`src/rtl/count_display_driver.sv`:
```
// Binary count -> BCD (sequential double-dabble) -> time-multiplexed,
// active-low, common-anode 7-segment display of DIGITS digits.
module count_display_driver #(
  parameter int MSB         = 4,
  parameter int DIGITS      = 2,
  parameter int REFRESH_DIV = 50000,
  parameter int BLANK_LZ    = 1
) (
  input  logic              clk,
  input  logic              arst,
  input  logic [MSB-1:0]    count,
  output logic [6:0]        seg,
  output logic [DIGITS-1:0] an,
  output logic              bcd_valid
);

  localparam int SW = 4*DIGITS + 4;
  localparam int BW = $clog2(MSB + 1);
  localparam int RW = $clog2(REFRESH_DIV);
  localparam int IW = (DIGITS > 1) ? $clog2(DIGITS) : 1;

  typedef enum logic [1:0] {IDLE, SHIFT, LATCH} state_t;

  state_t              state, state_n;
  logic [MSB-1:0]      sr, sr_n, last, last_n;
  logic [SW-1:0]       scr, scr_n, adj;
  logic [BW-1:0]       bcnt, bcnt_n;
  logic [4*DIGITS-1:0] disp, disp_n;
  logic                ovf, ovf_n, valid_n;
  logic [RW-1:0]       rcnt;
  logic [IW-1:0]       dig;
  logic [3:0]          nib;
  logic                lz;
  logic [6:0]          seg_n;
  logic [DIGITS-1:0]   an_n;

  function automatic logic [6:0] seg7(input logic [3:0] d);
    case (d)
      4'd0:    seg7 = 7'h40;
      4'd1:    seg7 = 7'h79;
      4'd2:    seg7 = 7'h24;
      4'd3:    seg7 = 7'h30;
      4'd4:    seg7 = 7'h19;
      4'd5:    seg7 = 7'h12;
      4'd6:    seg7 = 7'h02;
      4'd7:    seg7 = 7'h78;
      4'd8:    seg7 = 7'h00;
      4'd9:    seg7 = 7'h10;
      default: seg7 = 7'h7F;
    endcase
  endfunction

  // Converter: IDLE samples, SHIFT runs MSB add-3/shift steps, LATCH publishes.
  always_comb begin
    state_n = state;
    sr_n    = sr;
    last_n  = last;
    scr_n   = scr;
    bcnt_n  = bcnt;
    disp_n  = disp;
    ovf_n   = ovf;
    valid_n = bcd_valid;
    adj     = scr;
    for (int k = 0; k <= DIGITS; k++)
      if (scr[4*k +: 4] >= 4'd5) adj[4*k +: 4] = scr[4*k +: 4] + 4'd3;
    case (state)
      IDLE: if (count != last || !bcd_valid) begin
        sr_n    = count;
        last_n  = count;
        scr_n   = '0;
        bcnt_n  = BW'(MSB);
        state_n = SHIFT;
      end
      SHIFT: begin
        {scr_n, sr_n} = {adj, sr} << 1;
        bcnt_n = bcnt - BW'(1);
        if (bcnt == BW'(1)) state_n = LATCH;
      end
      LATCH: begin
        disp_n  = scr[4*DIGITS-1:0];
        ovf_n   = (scr >> (4*DIGITS)) != '0;
        valid_n = 1'b1;
        state_n = IDLE;
      end
      default: state_n = IDLE;
    endcase
  end

  always_ff @(posedge clk) begin
    if (arst) begin
      state     <= IDLE;
      sr        <= '0;
      last      <= '0;
      scr       <= '0;
      bcnt      <= '0;
      disp      <= '0;
      ovf       <= 1'b0;
      bcd_valid <= 1'b0;
    end else begin
      state     <= state_n;
      sr        <= sr_n;
      last      <= last_n;
      scr       <= scr_n;
      bcnt      <= bcnt_n;
      disp      <= disp_n;
      ovf       <= ovf_n;
      bcd_valid <= valid_n;
    end
  end

  // Scan runs free of the converter.
  always_ff @(posedge clk) begin
    if (arst) begin
      rcnt <= '0;
      dig  <= '0;
    end else if (rcnt == RW'(REFRESH_DIV - 1)) begin
      rcnt <= '0;
      dig  <= (dig == IW'(DIGITS - 1)) ? '0 : dig + IW'(1);
    end else begin
      rcnt <= rcnt + RW'(1);
    end
  end

  // A digit above 0 is a leading zero when it and every higher digit are zero.
  always_comb begin
    nib   = disp[4*dig +: 4];
    lz    = (BLANK_LZ != 0) && (dig != '0) && ((disp >> (4*dig)) == '0);
    an_n  = ~(DIGITS'(1) << dig);
    seg_n = seg7(nib);
    if (!bcd_valid) begin
      an_n  = '1;
      seg_n = 7'h7F;
    end else if (ovf) begin
      seg_n = 7'h3F;
    end else if (lz) begin
      seg_n = 7'h7F;
    end
  end

  always_ff @(posedge clk) begin
    if (arst) begin
      seg <= 7'h7F;
      an  <= '1;
    end else begin
      seg <= seg_n;
      an  <= an_n;
    end
  end

endmodule

```
`config.mk`:
```
export PLATFORM = sky130hd
export DESIGN_NAME = count_display_driver
export DESIGN_NICKNAME = d
export VERILOG_FILES = /design/src/rtl/count_display_driver.sv
export SDC_FILE = /design/constraint.sdc
export NUM_CORES = 1
export LEC_CHECK = 0
export ABC_AREA = 1
export BUFFER_PORTS_ARGS = -buffer_cell sky130_fd_sc_hd__buf_2
export CAP_MARGIN = 10
export CORE_MARGIN = 10
export CORE_UTILIZATION = 55
export DETAILED_ROUTE_END_ITERATION = 10
export HOLD_SLACK_MARGIN = 0.06
export PLACE_DENSITY_LB_ADDON = 0.25
export SLEW_MARGIN = 10
export SYNTH_ARGS = -nofsm -noshare
export SYNTH_HDL_FRONTEND = slang
export SYNTH_SLANG_ARGS = --single-unit
```
`constraint.sdc`:
```
create_clock -name clk -period 3.15 [get_ports clk]
set_input_delay 0.4725 -clock clk [delete_from_list [all_inputs] [get_ports clk]]
set_output_delay 0.4725 -clock clk [all_outputs]
set_load 0.01 [all_outputs]
```
==> results of run 1 <==
report_power, final:
part	internal (mW)	switching [mW]	total, mW	leakage [nW]
clock	0.389	0.282	0.671	0.102
sequential	0.794	0.0148	0.809	0.495
combinational	0.0364	0.0799	0.116	0.623
total	1.22	0.377	1.60	1.22
sequential cells by signal, indices dropped and copies added (netlist names):
signal	cells
rcnt	16
scr	12
disp	8
seg	7
last	4
sr	4
bcnt	3
an	2
state	2
bcd_valid	1
dig	1
ovf	1
cells in the mapped netlist:
cell type	n
nor4_1	1
buf_4	3
a21oi_2	2
buf_6	1
dfxtp_1	61
nand3_2	2
nor2_2	4
nand4_1	3
o21bai_1	1
a21oi_1	50
o21a_1	1
o21ai_2	1
nand3_1	34
clkbuf_1	3
xnor2_1	2
nor2_1	26
nand2_1	69
xor2_1	6
nand3b_1	1
or2_2	4
nor4_2	1
o22ai_1	1
inv_1	42
or2_1	2
buf_2	3
inv_2	3
buf_1	1
o21ai_0	33
or2_0	3
nand2_2	6
a31oi_1	1
nor3_1	3
ha_1	15
per-layer routing:
metal / share of wire, % / vias up / track usage (%) / wire length (microns)
li1: - / 1308 / - / -
met1: 49 / 1098 / 16.54 / 2782
met2: 43 / 44 / 21.24 / 2454
met3: 5.1 / 14 / 4.843 / 287
met4: 2.4 / 0 / 9.383 / 136
met5: 0 / - / 0 / 0
critical path: cells and delay by family (launching register included):
kind            cells  cell delay (ps)
fa+ha+maj           1              220
flops               1              400
compound gates      3              530
simple gates        3              330
buf+inv             2              240
final cells by class:
class | instances | area (sq um) | share of cell area (%)
multi-input combinational | 272 | 1453 | 45.37
sequential | 61 | 1221 | 38.14
clock buffer | 15 | 196.4 | 6.135
inverter | 45 | 168.9 | 5.275
tap | 70 | 87.58 | 2.735
timing repair buffer | 15 | 75.07 | 2.345
per-stage QoR:
stage          hold slack, ps  setup slack (ps)
2_1_floorplan           428.6              1565
3_3_place_gp            445.6              1343
3_5_place_dp            448.5              1266
4_1_cts                 406.0              1310
5_1_grt                 421.9              1052
6_report                422.2              1302
cells by family (layout without fill, tap and decap cells):
| group | after synthesis | after routing | share of synthesized area, % |
|---|---|---|---|
| AND/OR/NAND/NOR | 159 | 159 | 24.97 |
| AO/OA/AOI/OAI | 90 | 90 | 16.14 |
| flip-flops | 61 | 61 | 42.01 |
| buffers and inverters | 56 | 75 | 8.006 |
| adder cells (fa/ha/maj) | 15 | 15 | 6.457 |
| XOR/XNOR | 8 | 8 | 2.411 |
path summary, 6_finish.rpt:
path | from | end | slack [ps] | depth (start not counted)
max | dig | seg[1] | 1300 | 9
min reg2reg | rcnt[0] | rcnt[0] | 460 | 1
max reg2reg | dig | seg[1] | 1300 | 9
min | count[3] | last[3] | 420 | 3
==> results_dict.tcl, run 1 <==
set metrics [dict create \
    status "completed" \
    grt_overflow 0 \
    viasPerCell 5.155 \
    drt_first_pass_iters 4 \
    skew_ps 6.470 \
    ir_worst_vdd_v 0.0002793 \
    synth_area_leader_cell "dfxtp_1" \
    path_cells "inv_2 > or2_2 > o21a_1 > inv_1 > ha_1 > nand3_1 > nand3_1 > a21oi_2 > o21ai_0" \
    ant_nets 0 \
    worstSetupPathType "reg2reg" \
    clkTransAtPathRegs_ps 60 \
    hold_path_class "in2reg" \
    core_area_sq_mm 0.005107 \
    nNetsFinal 425 \
    grt_max_degree 26 \
    slowest_delay_ps 400 \
    fin_area_sq_mm 0.003202 \
    layout_commonest_cell "nand2_1" \
    worstSetupEndpointType "flip-flop" \
    powerDensity_mw_per_mm2 498.7 \
    fmax_mhz 541.1 \
    min_period_over_period_pct 58.67 \
    finalSetupViolations 0 \
    cts-htree-levels 3 \
    antenna_found_initial 0 \
    wire_per_inst_microns 11.84 \
    ys_warn_count 0 \
    clkSinkCount 61 \
    mostFrequentLayoutCells "nand2_1, dfxtp_1, a21oi_1" \
    drive_gt1_share_pct 12.75 \
    cts_buffer_depth 2 \
    num-fill-cells 484 \
    dp_hpwl_microns 3881 \
    track_usage_pct 14.06 \
    synth_nets 410 \
    cts_root_buf "clkbuf_8" \
    die_area_sq_mm 0.008592 \
    rows 26 \
    die_x_microns 92.70 \
    total_power_mw 1.597 \
    die_y_microns 92.70 \
    path_max_fanout 8 \
    cts_tree "built" \
    wl_microns 5661 \
    gp_congestion 0.8154 \
    critPathRequiredTime_ps 3370 \
    synth.cell_area_sq_mm 0.002907 \
    dp.cells 463 \
    cts_resized 0 \
    syn_to_final_growth_pct 10.16 \
    crit_path_start_kind "flip-flop" \
    final_util_pct 62.69 \
    synth.avg_cell_area_sq_um 7.472 \
    grt_pass1_vias 2343 \
    synth.area.top_cells "dfxtp_1, nand2_1, a21oi_1, ha_1, nand3_1" \
    worst_pin_slew_ps 601.3 \
    slew_violations 0 \
    dpl_cell_area_sq_mm 0.003005 \
    fin_crit_ps 1848 \
    post-cts-setup-buffers 0 \
    cp_data_arrival_time_ps 2070 \
    synth_cell_types 33 \
    synth_top_area_share_pct 42.01 \
    start_util_pct 56.91 \
    ys_seq_area_share_pct 42.01 \
    relSlewSlack_pct 59.87 \
    antenna_cells 0 \
    max_cap_viol_count 0 \
    timing.final.hold_violations 0 \
    clkLatencyLatePin_ps 340 \
    drc 0 \
    power.leakage_nw 1.220 \
    ys_ff_latch 61 \
    grt_pass1_wl_microns 9929 \
    vias 2464 \
    fin_cells 478 \
    drt_first_iter_violations 101 \
    portBuffers 15 \
    rsz0062_at_grt "no" \
    synth_cells 389 \
    worst_path_most_repeated_cell "nand3_1" \
    io_pins 16 \
    ctsHoldBuffers 0 \
    tns_ps 0 \
    numCtsBuffers 9 \
    slowest_stage "dfxtp_1" \
]
No activity file was read; power rests on OpenSTA's default activity.
==> run 2: changes to the inputs <==
--- a/config.mk
+++ b/config.mk
@@ -5,7 +5,7 @@
 export SDC_FILE = /design/constraint.sdc
 export NUM_CORES = 1
 export LEC_CHECK = 0
-export ABC_AREA = 1
+export ABC_AREA = 0
 export BUFFER_PORTS_ARGS = -buffer_cell sky130_fd_sc_hd__buf_2
 export CAP_MARGIN = 10
 export CORE_MARGIN = 10
==> constraint.sdc (replaced) <==
create_clock -name clk -period 1.5 [get_ports clk]
set_input_delay 0.225 -clock clk [delete_from_list [all_inputs] [get_ports clk]]
set_output_delay 0.225 -clock clk [all_outputs]
set_load 0.01 [all_outputs]
==> results_dict.tcl, run 2 <==
set metrics [dict create \
    wl_met2_microns 3338 \
    grt_pass1_wl_microns 11300 \
    dp_hpwl_microns 4751 \
    drt_first_iter_violations 122 \
    numCtsBuffers 9 \
    synth-edff-count 0 \
    seq_power_share_pct 53.5 \
    nNetsFinal 438 \
    largest_reg_flops 16 \
    slowest_delay_ps 600 \
    synth_top_area_share_pct 40.28 \
    async_flop_share_pct 0 \
    synth.cell_area_sq_mm 0.003032 \
    finalSetupViolations 16 \
    portBuffers 15 \
    combPwrFrac_pct 8.7 \
    cts_root_buf "clkbuf_8" \
    timing.final.hold_violations 0 \
    synth_nets 367 \
    start_util_pct 57.88 \
    vias 2674 \
    grt_overflow 0 \
    synth_cell_types 45 \
    cp.depth 4 \
    powerDensity_mw_per_mm2 805.3 \
    track_usage_pct 15.59 \
    viasPerCell 5.446 \
    core_area_sq_mm 0.005238 \
    dr_wl_met3_microns 367 \
    antenna_cells 0 \
    syn_to_final_growth_pct 29.80 \
    switching_power_mw 0.8024 \
    rsz0062_at_grt "yes" \
    fin_area_sq_mm 0.003935 \
    layout_commonest_cell "buf_4" \
    slowest_stage "or4_4" \
    die_area_sq_mm 0.008882 \
    antenna_found_initial 0 \
    worstSetupPathType "reg2reg" \
    synth_cells 346 \
    tns_ps -3920 \
    cts-htree-levels 3 \
    worstSetupEndpointType "flip-flop" \
    clockPowerShare_pct 37.8 \
    ant_nets 0 \
    cts_buffer_depth 2 \
    clkSinkCount 61 \
    grt_max_degree 22 \
    hold_start "arst" \
    drc 0 \
    grt_pass1_vias 2614 \
    critPathRequiredTime_ps 1730 \
    drive_gt1_share_pct 33.49 \
    crit_family "simple AND/OR/NAND/NOR gates" \
    ys_ff_latch 61 \
    fin_crit_ps 1755 \
    cts_tree "built" \
    crit_end "rcnt[13]" \
    synth_area_leader_cell "dfxtp_1" \
    rr_worst_depth 4 \
    synthTopCellsByCount "dfxtp_1, nand2_1, nor2_1, xnor2_1, nand2b_1" \
    switching_share_pct 25.32 \
    r2r_start "rcnt[13]" \
    cp_data_arrival_time_ps 1980 \
    ir_worst_vdd_v 0.0006300 \
    crit_path_start_kind "flip-flop" \
    internal-power_mw 2.366 \
    mostFrequentLayoutCells "buf_4, dfxtp_1, nand2_1" \
    reg_top3 "rcnt: 16 flops, scr: 12 flops, disp: 8 flops" \
    synth.area.top_cells "dfxtp_1, xnor2_1, ha_1, nand2_1, nand2b_1" \
    fmax_mhz 569.8 \
    min_period_over_period_pct 117.0 \
    hold_path_class "in2reg" \
    final.setup.worst_slack_ps -255.1 \
    wl_microns 6812 \
    violations "setup timing" \
    ctsHoldBuffers 0 \
    wire_per_inst_microns 13.87 \
    gp_congestion 0.8238 \
    final_util_pct 75.13 \
    ys_warn_count 0 \
    max_cap_viol_count 0 \
    dpl_cell_area_sq_mm 0.003616 \
    rows 26 \
    clkLatencyLatePin_ps 340 \
    slew_violations 0 \
    path_cells "or4bb_1 > or4_4 > nand2b_4 > nor2_1" \
    status "finished with violations" \
    relSlewSlack_pct 64.94 \
    skew_ps 11.64 \
    worst_pin_slew_ps 525.9 \
    top_register "rcnt" \
    io_pins 16 \
    dp_slack_ps -311.7 \
    drt_first_pass_iters 4 \
    worstSetupStartpoint "rcnt[13]" \
    power.leakage_nw 1.446 \
    path_buf_inv 0 \
    drt-met1-wl_microns 3007 \
    rr_endpoint "rcnt[13]" \
    synth.avg_cell_area_sq_um 8.762 \
    clkTransAtPathRegs_ps 60 \
    ys.flop_type "dfxtp_1" \
    hold_ws_ps 186.8 \
    dr.max_layer_used "met4" \
    die_y_microns 94.25 \
    ys_seq_area_share_pct 40.28 \
    die_x_microns 94.25 \
    synthMostInstantiatedCell "dfxtp_1" \
    path_max_fanout 8 \
    reg2reg_slack_ps -260 \
]
run 2: cell families (layout without fill, tap and decap cells):
kind of cell	after synthesis	after routing	synth area share, %
buffers and inverters	32	106	4.498
and+or+nand+nor	140	141	24.52
DFF	61	61	40.28
AOI/OAI and AO/OA	60	60	12.84
adders and majority gates	15	15	6.191
xor gates and xnor gates	26	26	7.511
muxes	12	12	4.168
run 2: worst min path at each step:
stage / to / slack, ps / depth (start not counted)
after floorplan: last[0] / 400 / 2
after global placement: disp[3] / 460 / 2
after detailed placement: disp[3] / 460 / 2
after CTS: dig / 180 / 2
after global routing: dig / 210 / 2
final: dig / 190 / 2
run 2: power groups by stage:
stage	clock, mW	sequential, mW	combinational, mW
2_1_floorplan	0	1.72	0.178
3_3_place_gp	0	1.73	0.254
3_5_place_dp	0	1.73	0.262
4_1_cts	1.22	1.69	0.271
5_1_grt	1.30	1.70	0.308
6_report	1.20	1.69	0.276
run 2: what timing repair did:
item | in CTS | in global routing
cloned | 1 | 0
setup buffers | 0 | 1
pin swaps | 8 | 19
setup endpoints to repair | 29 | 32
gates resized for setup | 12 | 27
run 2: stage by stage:
step	std cells	power (mW)
finish	491	3.169
global route	491	3.307
CTS	490	3.184
detailed placement	474	1.993
global placement	474	1.982
floorplan	346	1.900
run 2: layer usage:
metal | vias to the layer above | GRT usage, %
li1 | 1338 | -
met1 | 1271 | 18.46
met4 | 0 | 7.595
met3 | 10 | 3.997
met2 | 55 | 25.46
met5 | - | 0
run 2: area by class of cell:
class	instances	area, sq um
multi-input cells	254	1869
fillers	381	1303
clock inverters	5	28.78
clock buffers	10	127.6
repair buffers	75	529.3
inverters	16	60.06
flip-flops and latches	61	1232
well taps	70	87.58
